--- config.mk ---
export PLATFORM = sky130hd
export DESIGN_NAME = main_bus_arbiter
export DESIGN_NICKNAME = d
export VERILOG_FILES = /design/src/rtl/main_bus_arbiter_pkg.sv /design/src/rtl/rr_priority_pick.sv /design/src/rtl/main_bus_arbiter.sv
export SDC_FILE = /design/constraint.sdc
export NUM_CORES = 1
export LEC_CHECK = 0
export CAP_MARGIN = 20
export CORE_MARGIN = 2
export CORE_UTILIZATION = 49
export DETAILED_ROUTE_END_ITERATION = 16
export HOLD_SLACK_MARGIN = 0.03
export PLACE_DENSITY = 0.86
export SLEW_MARGIN = 0
export SYNTH_ARGS = -nofsm -noshare
export SYNTH_HDL_FRONTEND = slang
export SYNTH_SLANG_ARGS = --single-unit
--- constraint.sdc ---
create_clock -name clk -period 1.9 [get_ports clk]
set_input_delay 0.19 -clock clk [delete_from_list [all_inputs] [get_ports clk]]
set_output_delay 0.19 -clock clk [all_outputs]
set_load 0.05 [all_outputs]
--- src/rtl/main_bus_arbiter_pkg.sv ---
// Shared definitions for the main bus arbiter.
//   arb_state_t  : arbiter FSM state encoding
//   BUS_BEATS    : default data cycles per burst after the address cycle
//   ARB_TIMEOUT  : default cycles a granted master may wait before AddrValid
package main_bus_arbiter_pkg;

    typedef enum logic [1:0] {
        ARB_IDLE,
        ARB_GRANT,
        ARB_XFER,
        ARB_TURN
    } arb_state_t;

    localparam int unsigned BUS_BEATS   = 4;
    localparam int unsigned ARB_TIMEOUT = 8;

endpackage

--- src/rtl/rr_priority_pick.sv ---
// Round-robin priority picker (combinational).
// Finds the first set request bit searching upward from ptr_i, wrapping modulo
// NumMasters, by scanning a doubled copy of the request vector.
//   req_i   : per-master request vector
//   ptr_i   : index holding highest priority
//   valid_o : at least one request is set
//   index_o : index of the chosen master (0 when valid_o is low)
module rr_priority_pick #(
    parameter int unsigned NumMasters = 4,
    parameter int unsigned IdxW       = $clog2(NumMasters)  // derived, leave at default
) (
    input  logic [NumMasters-1:0] req_i,
    input  logic [IdxW-1:0]       ptr_i,
    output logic                  valid_o,
    output logic [IdxW-1:0]       index_o
);

    logic [2*NumMasters-1:0] req_dbl;
    int unsigned             pos;

    // Doubling the vector turns the wrap-around search into a linear one.
    assign req_dbl = {req_i, req_i};

    always_comb begin
        valid_o = 1'b0;
        index_o = '0;
        pos     = 0;
        for (int unsigned k = 0; k < NumMasters; k++) begin
            pos = 32'(ptr_i) + k;
            if (!valid_o && req_dbl[pos]) begin
                valid_o = 1'b1;
                index_o = (pos >= NumMasters) ? IdxW'(pos - NumMasters) : IdxW'(pos);
            end
        end
    end

endmodule

--- src/rtl/main_bus_arbiter.sv ---
// Main bus arbiter: grants one master at a time for a full burst (address cycle
// plus BEATS data cycles), inserts one turnaround cycle, then re-arbitrates
// round-robin. Only observes the bus.
//   clk          : bus clock
//   resetH       : asynchronous active-high reset
//   req          : per-master level request
//   AddrValid    : observed main-bus address strobe
//   gnt          : registered one-hot grant
//   owner        : index of the current or last granted master
//   bus_busy     : high whenever the FSM is not idle
//   timeout_err  : one-cycle pulse when a grant is revoked by timeout
//   protocol_err : one-cycle pulse when AddrValid is seen outside GRANT
module main_bus_arbiter
    import main_bus_arbiter_pkg::*;
#(
    parameter int unsigned NUM_MASTERS = 4,
    parameter int unsigned BEATS       = BUS_BEATS,
    parameter int unsigned TIMEOUT     = ARB_TIMEOUT,
    parameter int unsigned IdxW        = $clog2(NUM_MASTERS)  // derived, leave at default
) (
    input  logic                   clk,
    input  logic                   resetH,
    input  logic [NUM_MASTERS-1:0] req,
    input  logic                   AddrValid,
    output logic [NUM_MASTERS-1:0] gnt,
    output logic [IdxW-1:0]        owner,
    output logic                   bus_busy,
    output logic                   timeout_err,
    output logic                   protocol_err
);

    localparam int unsigned CntMax = (BEATS > TIMEOUT) ? BEATS : TIMEOUT;
    localparam int unsigned CntW   = $clog2(CntMax) + 1;

    arb_state_t             state_q, state_d;
    logic [NUM_MASTERS-1:0] gnt_q, gnt_d;
    logic [IdxW-1:0]        owner_q, owner_d;
    logic [IdxW-1:0]        ptr_q, ptr_d;
    logic [CntW-1:0]        beat_cnt_q, beat_cnt_d;
    logic [CntW-1:0]        tmo_cnt_q, tmo_cnt_d;
    logic                   busy_q;
    logic                   timeout_err_q, timeout_err_d;
    logic                   protocol_err_q, protocol_err_d;

    logic                   pick_valid;
    logic [IdxW-1:0]        pick_idx;

    rr_priority_pick #(
        .NumMasters (NUM_MASTERS)
    ) u_pick (
        .req_i   (req),
        .ptr_i   (ptr_q),
        .valid_o (pick_valid),
        .index_o (pick_idx)
    );

    always_comb begin
        state_d        = state_q;
        gnt_d          = gnt_q;
        owner_d        = owner_q;
        ptr_d          = ptr_q;
        beat_cnt_d     = beat_cnt_q;
        tmo_cnt_d      = tmo_cnt_q;
        timeout_err_d  = 1'b0;
        protocol_err_d = 1'b0;

        unique case (state_q)
            ARB_IDLE: begin
                protocol_err_d = AddrValid;
                if (pick_valid) begin
                    gnt_d           = '0;
                    gnt_d[pick_idx] = 1'b1;
                    owner_d         = pick_idx;
                    // The master just granted drops to lowest priority.
                    ptr_d     = (pick_idx == IdxW'(NUM_MASTERS - 1)) ? '0 : pick_idx + IdxW'(1);
                    tmo_cnt_d = '0;
                    state_d   = ARB_GRANT;
                end
            end
            ARB_GRANT: begin
                if (AddrValid) begin
                    beat_cnt_d = '0;
                    state_d    = ARB_XFER;
                end else if (tmo_cnt_q == CntW'(TIMEOUT - 1)) begin
                    gnt_d         = '0;
                    timeout_err_d = 1'b1;
                    state_d       = ARB_TURN;
                end else begin
                    tmo_cnt_d = tmo_cnt_q + CntW'(1);
                end
            end
            ARB_XFER: begin
                protocol_err_d = AddrValid;
                if (beat_cnt_q == CntW'(BEATS - 1)) begin
                    gnt_d   = '0;
                    state_d = ARB_TURN;
                end else begin
                    beat_cnt_d = beat_cnt_q + CntW'(1);
                end
            end
            ARB_TURN: begin
                protocol_err_d = AddrValid;
                state_d        = ARB_IDLE;
            end
            default: state_d = ARB_IDLE;
        endcase
    end

    always_ff @(posedge clk or posedge resetH) begin
        if (resetH) begin
            state_q        <= ARB_IDLE;
            gnt_q          <= '0;
            owner_q        <= '0;
            ptr_q          <= '0;
            beat_cnt_q     <= '0;
            tmo_cnt_q      <= '0;
            busy_q         <= 1'b0;
            timeout_err_q  <= 1'b0;
            protocol_err_q <= 1'b0;
        end else begin
            state_q        <= state_d;
            gnt_q          <= gnt_d;
            owner_q        <= owner_d;
            ptr_q          <= ptr_d;
            beat_cnt_q     <= beat_cnt_d;
            tmo_cnt_q      <= tmo_cnt_d;
            busy_q         <= (state_d != ARB_IDLE);
            timeout_err_q  <= timeout_err_d;
            protocol_err_q <= protocol_err_d;
        end
    end

    assign gnt          = gnt_q;
    assign owner        = owner_q;
    assign bus_busy     = busy_q;
    assign timeout_err  = timeout_err_q;
    assign protocol_err = protocol_err_q;

endmodule

==> impl_results.md <==
* Pre-antenna DRT Iters at 4
* Seq/Total Area, Yosys at about two fifths
* Layout cells sized above 1 at a little over a fifth
* Critical Path, Cell by Cell: inv_1, ha_1, a21oi_2, o211ai_4, mux2_4
* Tot GR Track Use at between 10% and 20%
* Crit path capture type: flop
* Post-synth top cells: dfrtp_1, ha_1, inv_1, nand2_1, nor2b_1
* Crit-path leading delay family: flip-flops
* Leakage power total at between 0.0007 and 0.0008 uW
* Worst Path Required at about 2.1 ns
* Placeable core area at roughly 2500 um^2
* CTS tree: done
* Simple-gate share of the synthesized area at 20.4%
* Detailed Route WL at between 2000 and 3000 um
* Max Clk Rate at ~550 MHz
* CTS Buffer Depth at 2
* Fin crit share at 96.3%
* Die extent in x at 55.8 um
* Final Hold Fails at 0
* Layout area overhead at 23.0%
* Inserted Clock Buffers at 3
* RD Place Congestion at approximately 0.9
* Util after Layout at between 60% and 70%
* Cells taking the most area after synthesis: dfrtp_1, ha_1, mux2_4
* Placed Area at around 1600 um^2
* Starting Density at a little over half
* Reg-to-Reg Start: state_q[0]$_DFF_PP0_
* Main synth FF type: dfrtp_1
* Main combinational cell family by area after synthesis: simple AND/OR/NAND/NOR gates
* Global-route wire length before repair at between 4000 and 5000 um
* Synth unique cells at 43
* I/O Pins at 16
* Max VDD drop at between 1000 and 1500 uV
* Die footprint at just over 3000 um^2
* Number of diodes at 0
* Cell with the most instances after synthesis: dfrtp_1
* # H-tree levels at 1
* Reg2reg path depth at 5
* Synth Instances at 125
* EDFF count, synth at 0
* CP max stage delay at just over 0.5 ns
* Sink Count at 21
* Slew @ Worst Pin at ~0.50 ns
* DRT antenna net count at 0
* HPWL after detailed placement at 2030 um
* Slew Limit Fails at 0
* Yosys warnings at 0
* Final instance area at 1620 um^2
* Pin count of the biggest net entering global routing at 22
* Routed length per placed instance at between 15 and 20 um
* Hold Slack at between 0.2 and 0.25 ns
* R2r setup slk at ~0.07 ns
* Status: completed
* Seq cells post-synth at 21
* Clock transition at the registers of the reported paths at approximately 0.12 ns
* Worst hold path type: input pin to async pin
* Yosys top cell area share at between 40% and 50%
* DIE HEIGHT at about 56 um
* Global route overflow at 0
* Slowest-stage cell, CP: dfrtp_1
* Vias in the first global route at 1089
* Critical Path Fanout Max at 8
* Pre-CTS WS at -0.0863 ns
* Worst EP arrival at 2.03 ns
* Fillers at between 200 and 250
* Number of max-cap violations at 0
* Row count at 18
* DR vias at approximately 1100
* Cell Pwr Density at between 1000 and 1500 nW/um^2
* Yosys top cell by area: dfrtp_1
* Slew margin rel. at roughly two thirds
* CTS Root Cell: clkbuf_4
* R2r endpoint: gnt[3]$_DFFE_PP0P_
* DRC at 0
* Compound-gate portion of the synthesized area at between 15 and 20%
* Initial DRC Count at 30
* Clk Latency, worst-skew pair at about 0.30 ns
* Antenna violations before repair at 0
* Async SR Flop Fraction at between 90% and 100%
* Final worst-path setup slack at 0.0697 ns
* Synth Cell Area at 1310 um^2
* Synthesized net count at 143
* Worst Setup SP: state_q[0]$_DFF_PP0_
* Post-Route Skew at approximately 0.0011 ns
* Synth Area in Adders at about a tenth
* Final Net Count at 171
* Critical Setup Path Class: flop to flop
* Minimum clock period at 1.83 ns
* Critical path launch point type: flop
* Mux cell area share after synthesis at 8.67%
* I/O Buffers at 15
* Average cell area after synthesis at between 10 and 15 um^2
* Post-Synth XOR/XNOR Area at 0%
* Setup violations, final at 0
* Vias/cell at 5.80
* Worst Path Buf+Inv at 1
[report_power, final]
group | switching [uW] | internal [uW] | leakage [uW]
combinational | 812 | 642 | 0.000440
clock | 137 | 78.6 | 0.0000177
sequential | 138 | 595 | 0.000272
total | 1090 | 1310 | 0.000730
[per-stage QoR]
step | TNS, ns | total power (uW) | instances
floorplan | 0 | 1750 | 125
global placement | 0 | 2050 | 176
detailed placement | -0.298 | 2120 | 176
CTS | 0 | 2340 | 180
global route | -0.0787 | 2590 | 182
finish | 0 | 2400 | 182
[worst min-delay path: cells and delay by family]
kind / cells / cell delay [ns]
buf+inv: 3 / 0.72
[worst max-delay path by stage]
stage | end | cells after the start | slack, ns
2_1_floorplan | gnt[0]$_DFFE_PP0P_ | 6 | 0.04
3_3_place_gp | gnt[1]$_DFFE_PP0P_ | 8 | 0.007
3_5_place_dp | gnt[2]$_DFFE_PP0P_ | 8 | -0.09
4_1_cts | bus_busy$_DFF_PP0_ | 6 | 0.04
5_1_grt | bus_busy$_DFF_PP0_ | 5 | -0.04
6_report | gnt[3]$_DFFE_PP0P_ | 5 | 0.07
[logic make-up (layout without fill, tap and decap cells)]
| logic type | Yosys count | after routing |
|---|---|---|
| AND/OR/NAND/NOR | 44 | 44 |
| adder cells (fa/ha/maj) | 11 | 11 |
| multiplexers | 9 | 9 |
| AO/OA/AOI/OAI | 29 | 29 |
| flip-flops | 21 | 21 |
| buffers and inverters | 11 | 38 |
[area by class of cell]
type                    instances  area [um^2]  share of cell area, %
clock buffers                   3         22.5                   1.39
multi-input cells              93          763                   47.2
clock inverters                 1         5.00                  0.310
repair buffers                 26          233                   14.4
flip-flops and latches         21          526                   32.5
well taps                      30         37.5                   2.32
inverters                       8         30.0                   1.86
[state kept, by name, indices dropped and copies added (netlist names)]
name / count
timeout_err: 1
beat_cnt_q: 4
state_q: 2
bus_busy: 1
owner: 2
gnt: 4
tmo_cnt_q: 4
ptr_q: 2
protocol_err: 1
[layout by cell type, fill, tap and decap left out, types with 2 or more instances in the layout]
cell,synthesis,routed
o2bb2ai_1,2,2
clkdlybuf4s50_1,0,15
nor2b_1,8,8
a31oi_1,3,3
ha_1,11,11
mux2_2,2,2
mux2i_1,2,2
mux2_4,4,4
nor3_1,3,3
nand3_1,3,3
inv_1,8,8
nand2_1,8,8
nor2_1,6,6
a22o_1,2,2
o31ai_1,2,2
dfrtp_1,21,21
nand2b_1,5,4
clkbuf_4,0,3
o21ai_0,5,5
a21oi_1,5,5
buf_4,1,11
[per-layer routing]
layer	track usage [%]	routed length, um	vias up
li1	-	-	510
met1	22.1	1180	510
met2	30.8	1430	32
met3	5.12	118	4
met4	9.41	35	0
met5	0	0	-
[what timing repair did]
item                       4_1_cts  5_1_grt
setup endpoints to repair        0        8
hold buffers                     0        0
buffers inserted                 0        2
gates resized for setup          0        3
Note: power is estimated with default switching activity, not from simulation.
==> variant (config.mk and constraints unchanged) <==
Encoding of `arb_state_t`: now one-hot (4 bits for 4 states).
--- a/src/rtl/main_bus_arbiter_pkg.sv
+++ b/src/rtl/main_bus_arbiter_pkg.sv
@@ -5,9 +5,9 @@
 package main_bus_arbiter_pkg;
 
-    typedef enum logic [1:0] {
-        ARB_IDLE,
-        ARB_GRANT,
-        ARB_XFER,
-        ARB_TURN
+    typedef enum logic [3:0] {
+        ARB_IDLE  = 4'b0001,
+        ARB_GRANT = 4'b0010,
+        ARB_XFER  = 4'b0100,
+        ARB_TURN  = 4'b1000
     } arb_state_t;
 
Check against the original RTL: same outputs for any inputs over 10 cycles, from zero or initial values and one cycle with resetH high; not proved beyond that.
==> variant against the unedited design <==
- highest routed layer unchanged
- worst hold slack worse by 0.090 ns
- wire length shrank 12%
- count of clock-buffer cells in the layout grew 1
- fmax is 4.6% higher
- critical path depth rose by 2
- synthesized area decreased by 6.7%
- largest power group unchanged
- sequential cell count grew 2
- power fell by 5.7%
- via count decreased by 6.7%
- final cell count down 0.55%
- worst setup slack improved by 0.080 ns
- synthesized cell count is 6.4% lower
- cell area decreased by 3.3%
==> variant: results (changes against the unedited design) <==
The top-area cell type share of the netlist area was 44.9% (+4.9 points). The number of nets produced by synthesis came out at 130 (-9.1%). The maximum buffer depth of the clock tree was 2 (unchanged). The sequential area share after synthesis came to 47.0% (+7.0 points). The peak per-stage delay on the critical path came out at 0.48 ns (-0.03 ns). The ratio of routed vias to standard cells is 5.44 (-6.2%).

The worst relative slew slack came out at 66.1% (-0.45 points). The routed length per placed instance is 13.4 um (-12%). The maximum resistive drop on vdd came to 0.00120 V (+13%). The instance count of the mapped netlist is 117 (-6.4%). The data arrival time at the worst-slack endpoint was 1.97 ns (-0.06 ns).

Yosys attributes the largest share of cell area to dfrtp_1, ha_1, nand2_1. The worst-path maximum fanout came out at 7 (-1). Ranked by instance count, the synthesized netlist is headed by dfrtp_1, nand2_1, o21ai_0. The leakage power total came out at 0.700 nW (-4.1%). The flow ran to the end, and the final reports show no timing, DRC or antenna violations. The routed via count is 985 (-6.7%).

The worst clock skew on the final layout is 0.00900 ns (+0.00792 ns). The overall fraction of global-route tracks in use was 18.9% (+0.24 points). The pre-CTS setup slack came out at -0.0957 ns (-0.00942 ns). The first-pass GRT wire length came to 3950 um (-15%). The post-DP HPWL is 1990 um (-1.9%). The violation count after the first detailed-routing iteration came out at 17 (-43%). The count of nets after finishing is 165 (-3.5%). The number of cells after detailed placement was 177 (+0.57%). The kind of cell adding the most delay to the critical path is simple AND/OR/NAND/NOR gates.

The total placed instance area is 0.00153 mm2 (-1.4%). The placer congestion estimate came out at 0.820 (-9.7%). The via count of the first global-routing pass came out at 950 (-13%). The layout cell share with drive strength beyond 1 is 21.9% (+0.80 points). The number of distinct library cells after synthesis came out at 38 (-12%). The fraction of power spent switching nets came out at 42.0% (-3.3 points). The pin count of the biggest net entering global routing is 13 (-41%).
variant: changes by cell type after synthesis, moves of 3 or more:
cell	unedited run	this run
nor4b_1	0	3
nor2b_1	8	0
a31oi_1	3	0
ha_1	11	6
mux2_4	4	0
o21ai_0	5	10
nand2_1	8	14
a21oi_1	5	2
variant: cells by family after synthesis:
family | after synthesis | share of synthesized area [%]
adders and majority gates | 6 | 6.12
and+or+nand+nor | 48 | 23.4
muxes | 4 | 3.37
xor gates and xnor gates | 1 | 0.714
DFF | 23 | 47.0
AOI/OAI and AO/OA | 25 | 15.6
buffers and inverters | 10 | 3.78
variant: area by class of cell:
| cell class | instances | area (um2) | area share (%) |
|---|---|---|---|
| multi-input combinational | 84 | 616 | 39.4 |
| sequential | 23 | 577 | 36.9 |
| timing repair buffer | 32 | 278 | 17.8 |
| tap | 30 | 37.5 | 2.40 |
| inverter | 8 | 30.0 | 1.92 |
| clock buffer | 4 | 26.3 | 1.68 |
variant: worst paths after layout:
path,startpoint,to,slack [ns],cells after the start
hold reg to reg,owner[0],owner[0],0.49,1
hold / removal,resetH,gnt[0],0.11,2
max in group asynchronous,resetH,state_q[0],1.26,3
min in group clk,owner[0],owner[0],0.49,1
setup / recovery,ptr_q[1],ptr_q[1],0.15,7
setup reg to reg,ptr_q[1],ptr_q[1],0.15,7
variant: per-layer routing:
metal	wire length, um	global-route usage (%)
met4	22	5.00
met1	975	21.6
met5	0	0
met2	1340	35.8
met3	88	3.33
variant: power groups by stage:
stage          logic (mW)  clock network, mW  registers (mW)
3_3_place_gp         1.23                  0           0.770
2_1_floorplan       0.602                  0            1.00
4_1_cts              1.28              0.228           0.771
3_5_place_dp         1.28                  0           0.779
5_1_grt              1.38              0.252           0.794
6_report             1.27              0.223           0.771
